## src/rtl/game_ctrl.sv

```systemverilog
// Game supervisor: start/pause FSM, countdown timer, game_over pulse and LED-change tick (LCT).
// Optional LCT speed-up is built only when GAME_CTRL_SPEEDUP_EN is defined.
module game_ctrl #(
  parameter int unsigned TICK_DIV     = 50_000_000,
  parameter int unsigned GAME_SECONDS = 30,
  parameter int unsigned LCT_PERIOD   = 25_000_000,
  parameter int unsigned LCT_MIN      = 5_000_000,
  parameter int unsigned LCT_STEP     = 2_500_000,
  parameter int unsigned SPEEDUP_SECS = 10
) (
  input  logic       clk,
  input  logic       rst_n,
  input  logic       start_btn,
  input  logic       pause_btn,
  output logic [1:0] STATE,
  output logic       LCT,
  output logic [7:0] time_left,
  output logic       game_over
);

  localparam int unsigned   PW        = $clog2(TICK_DIV);
  localparam int unsigned   LW        = $clog2(LCT_PERIOD);
  localparam logic [PW-1:0] PRESC_MAX = PW'(TICK_DIV - 1);
  localparam logic [LW-1:0] LCT_MAX   = LW'(LCT_PERIOD - 1);
  localparam logic [7:0]    SECS_INIT = 8'(GAME_SECONDS);

  typedef enum logic [1:0] {
    StIdle  = 2'b00,
    StRun   = 2'b01,
    StEnd   = 2'b10,
    StPause = 2'b11
  } state_e;

  state_e          r_state;
  logic [PW-1:0]   r_presc;
  logic [LW-1:0]   r_lct_cnt;
  logic [7:0]      r_time_left;
  logic            r_lct;
  logic            r_game_over;
  logic            r_start_prev;
  logic            r_pause_prev;

  logic            w_start_press;
  logic            w_pause_press;
  logic            w_presc_wrap;
  logic            w_lct_wrap;
  logic            w_expire;
  logic            w_run_adv;
  logic            w_start_go;
  logic [LW-1:0]   w_lct_max;

  assign w_start_press = start_btn & ~r_start_prev;
  assign w_pause_press = pause_btn & ~r_pause_prev;
  assign w_presc_wrap  = (r_presc == PRESC_MAX);
  assign w_lct_wrap    = (r_lct_cnt == w_lct_max);
  assign w_expire      = (r_state == StRun) & w_presc_wrap & (r_time_left == 8'd1);
  // Counters advance only in RUN cycles that neither expire nor pause; the pausing
  // cycle itself is frozen so no LCT can land in the first PAUSE cycle.
  assign w_run_adv     = (r_state == StRun) & ~w_expire & ~w_pause_press;
  assign w_start_go    = (r_state == StIdle) & w_start_press;

`ifdef GAME_CTRL_SPEEDUP_EN
  localparam int unsigned   SW       = (SPEEDUP_SECS > 1) ? $clog2(SPEEDUP_SECS) : 1;
  localparam logic [SW-1:0] SEC_MAX  = SW'(SPEEDUP_SECS - 1);
  localparam logic [LW-1:0] MIN_M1   = LW'(LCT_MIN - 1);
  localparam logic [LW-1:0] STEP_V   = LW'(LCT_STEP);

  logic [SW-1:0] r_sec;
  logic [LW-1:0] r_period_m1;
  logic [LW-1:0] r_pend_m1;
  logic [LW-1:0] w_pend_next;

  // Periods are held as (P-1); floor at LCT_MIN without underflowing.
  assign w_pend_next = (32'(r_pend_m1) >= LCT_MIN + LCT_STEP - 1) ? r_pend_m1 - STEP_V : MIN_M1;
  assign w_lct_max   = r_period_m1;

  always_ff @(posedge clk or negedge rst_n) begin
    if (!rst_n) begin
      r_sec       <= '0;
      r_period_m1 <= LCT_MAX;
      r_pend_m1   <= LCT_MAX;
    end else if (w_start_go) begin
      r_sec       <= '0;
      r_period_m1 <= LCT_MAX;
      r_pend_m1   <= LCT_MAX;
    end else if (w_run_adv) begin
      if (w_presc_wrap) begin
        if (r_sec == SEC_MAX) begin
          r_sec     <= '0;
          r_pend_m1 <= w_pend_next;
        end else begin
          r_sec <= r_sec + 1'b1;
        end
      end
      // A step landing on the same edge as a wrap applies at the following wrap.
      if (w_lct_wrap) r_period_m1 <= r_pend_m1;
    end
  end
`else
  logic w_unused_params;
  assign w_unused_params = ^{LCT_MIN, LCT_STEP, SPEEDUP_SECS};
  assign w_lct_max       = LCT_MAX;
`endif

  always_ff @(posedge clk or negedge rst_n) begin
    if (!rst_n) begin
      r_state      <= StIdle;
      r_presc      <= '0;
      r_lct_cnt    <= '0;
      r_time_left  <= SECS_INIT;
      r_lct        <= 1'b0;
      r_game_over  <= 1'b0;
      r_start_prev <= 1'b0;
      r_pause_prev <= 1'b0;
    end else begin
      r_start_prev <= start_btn;
      r_pause_prev <= pause_btn;
      r_lct        <= 1'b0;
      r_game_over  <= 1'b0;
      unique case (r_state)
        StIdle: begin
          if (w_start_press) begin
            r_state     <= StRun;
            r_time_left <= SECS_INIT;
            r_presc     <= '0;
            r_lct_cnt   <= '0;
            r_lct       <= 1'b1;
          end
        end
        StRun: begin
          if (w_expire) begin
            r_state     <= StEnd;
            r_time_left <= '0;
            r_game_over <= 1'b1;
          end else if (w_pause_press) begin
            r_state <= StPause;
          end else begin
            if (w_presc_wrap) begin
              r_presc     <= '0;
              r_time_left <= r_time_left - 8'd1;
            end else begin
              r_presc <= r_presc + 1'b1;
            end
            if (w_lct_wrap) begin
              r_lct_cnt <= '0;
              r_lct     <= 1'b1;
            end else begin
              r_lct_cnt <= r_lct_cnt + 1'b1;
            end
          end
        end
        StPause: begin
          if (w_pause_press) r_state <= StRun;
        end
        StEnd: begin
          r_time_left <= '0;
          if (w_start_press) begin
            r_state     <= StIdle;
            r_time_left <= SECS_INIT;
          end
        end
        default: r_state <= StIdle;
      endcase
    end
  end

  assign STATE     = r_state;
  assign LCT       = r_lct;
  assign time_left = r_time_left;
  assign game_over = r_game_over;

endmodule

```

## config.mk

```make
export PLATFORM = sky130hd
export DESIGN_NAME = game_ctrl
export DESIGN_NICKNAME = d
export VERILOG_FILES = /design/src/rtl/game_ctrl.sv
export SDC_FILE = /design/constraint.sdc
export NUM_CORES = 1
export LEC_CHECK = 0
export CAP_MARGIN = 30
export CORE_UTILIZATION = 61
export DETAILED_ROUTE_END_ITERATION = 12
export PLACE_DENSITY = 0.86
export SYNTH_ARGS = -nofsm -noshare
export SYNTH_HDL_FRONTEND = slang
export SYNTH_SLANG_ARGS = --single-unit
export TNS_END_PERCENT = 1
```

## constraint.sdc

```tcl
create_clock -name clk -period 3.1 [get_ports clk]
set_clock_uncertainty 0.15 [all_clocks]
set_input_delay 0.62 -clock clk [delete_from_list [all_inputs] [get_ports clk]]
set_output_delay 0.62 -clock clk [all_outputs]
set_load 0.1 [all_outputs]
```

==> results.tsv <==
metric	value	unit
outcome	complete, but fails checks	
failing checks	design-rule violations	
Detail Route Antenna Nets	0	
Die H	84.5	microns
CP Launch Type	input port	
routability-driven placement congestion ratio	0.966	
Slew Limit Headroom	0.467	
syn_nets	471	
ranking of synthesized cells by area	dfrtp_1, a211oi_1, nand3_1	
WL per Instance	18.7	microns
flops & latches, synth	65	
Fin Setup TNS	0	ps
share of layout cells above drive strength 1	0.136	
ys async rst share	1.00	
GR Overflow Total	0	
CTS tree	built	
CTS resizes	0	
final hold violations	0	
final core utilization	0.702	
top-count cell post-synth	dfrtp_1	
Row Count	29	
initial core utilization	0.643	
main flop type after synthesis	dfrtp_1	
Worst EP arrival	2840	ps
fmax	370	MHz
final slew viol count	0	
H-tree levels	3	
die width	84.5	microns
Syn-to-layout area delta	9.10	%
sequential share of the synthesized area	0.393	
cell taking the most area after synthesis	dfrtp_1	
RSZ-0062 raised after global routing	false	
vias per cell	7.07	
Mapped Cells	459	
PortBufs	15	
root buf cell	clkbuf_8	
Post-synth EDFFs	0	
DP HPWL	7250	microns
vias in the first global route	3720	
Netlist Area Pre-Place	4150	sq um
fin crit period	2700	ps
Worst Hold Class	input port to asynchronous set/reset pin	
nets	491	
period utilization	0.871	
clk buf depth	2	
Hold WS	44.6	ps
commonest cells in the netlist	dfrtp_1, nor2_1, nand2_1, nand3_1, inv_1	
first-pass GRT wire length	18000	microns
measured slew at the worst slew-check pin	797	ps
DRT Wirelength	10500	microns
PD cells	830	nW/um^2
Reg clk slew, reported paths	70	ps
DRC viols	11	
routed vias	3967	
CTS Sinks	65	
CTS buffer count	9	
Synth Warn #	0	
count of cell types in the netlist	65	
ANT cells	0	
Setup CP Type	input port to flip-flop	
Max VDD drop	0.344	mV
post-synth top area share	0.367	
setup bufs post-CTS	0	
WP data required	3240	ps
Clk Latency, worst-skew pair	350	ps
# setup viols final	0	
total I/O pin count	16	
Die Area	7140	sq um
syn avg cell area	9.05	sq um
initial antenna violation count	0	
GR Util All Layers	0.317	
R2R Setup Slk	410	ps
core area	6460	sq um
R2R cell count	7	
# hold bufs at CTS	0	
drt first pass iters	9	
Crit Path Max Fanout	20	
MaxCap Viol Count	0	
Leakage	1.84	nW
largest net degree at the start of global routing	43	
Worst setup EP type	flip-flop	
initial DRC count	408	
## area by class of cell
cell class,count,area [sq um]
multi-input cells,342,2260
fillers,472,1930
flip-flops and latches,65,1630
repair buffers,36,285
clock buffers,10,128
well taps,77,96.3
inverters,25,93.8
clock inverters,6,35.0
## worst max-delay path: stages
cell and delay (ps):
clkdlybuf4s50_1 500, nor2b_1 200, nor2b_1 90, or2_2 500
nor2_1 690, a22o_1 230
## path summary, 6_finish.rpt
kind                         startpoint            to
setup reg to reg               STATE[1]   r_presc[12]
setup / recovery              start_btn   r_presc[12]
min in group clk           time_left[4]  time_left[4]
max in group asynchronous         rst_n  r_lct_cnt[9]
hold / removal                    rst_n  r_start_prev
hold reg to reg            time_left[4]  time_left[4]
## routing by layer
layer  wire [microns]  GRT usage  vias up  share of wire
li1                 -          -     1818              -
met1             4570      0.438     1889           0.44
met2             4790      0.493      231           0.46
met3              886     0.0462       29          0.084
met4              240      0.154        0          0.023
met5                0          0        -              0
## flip-flops by register name, indices dropped and copies added, names as in the netlist
signal,count
game_over,1
r_pause_prev,1
r_start_prev,1
time_left,8
LCT,1
r_lct_cnt,25
STATE,2
r_presc,26
## where the power goes
part           internal [W]  switching (W)  leakage (nW)  total, W
Sequential         0.000977       0.000136         0.876   0.00111
Clock              0.000284       0.000348        0.0818  0.000632
Combinational      0.000620        0.00140         0.877   0.00202
Total               0.00188        0.00188          1.84   0.00376
## layout by cell type, fill, tap and decap left out, drive strengths merged, types with 5 or more instances in the layout
cell,n
dfrtp,61
buf,34
nor2,32
nand2,31
nand3,31
inv,24
o21ai,22
a211oi,20
nor4,17
nand4,16
a22o,16
nor3,15
o211ai,14
clkbuf,10
and3,9
or4,9
o2bb2ai,9
ha,8
and4,7
and2,7
nor2b,6
o22ai,6
a21oi,6
a31oi,6
or3,5
a221o,5
a211o,5
clkinv,5
## cell families after synthesis
kind of cell | after synthesis | share of synthesized area
buffers and inverters | 52 | 0.0626
and+or+nand+nor | 202 | 0.280
adders and majority gates | 8 | 0.0241
muxes | 3 | 0.00723
DFF | 65 | 0.393
AOI/OAI and AO/OA | 129 | 0.233
## per-stage QoR
stage	cell area [sq um]	cells	worst slack (ps)	total power [W]
floorplan	4150	459	120	0.00258
global placement	4350	544	154	0.00305
detailed placement	4350	544	49.4	0.00311
CTS	4510	560	391	0.00373
global route	4530	561	230	0.00396
finish	4530	561	398	0.00376
Power figures use the tool's default switching activity.
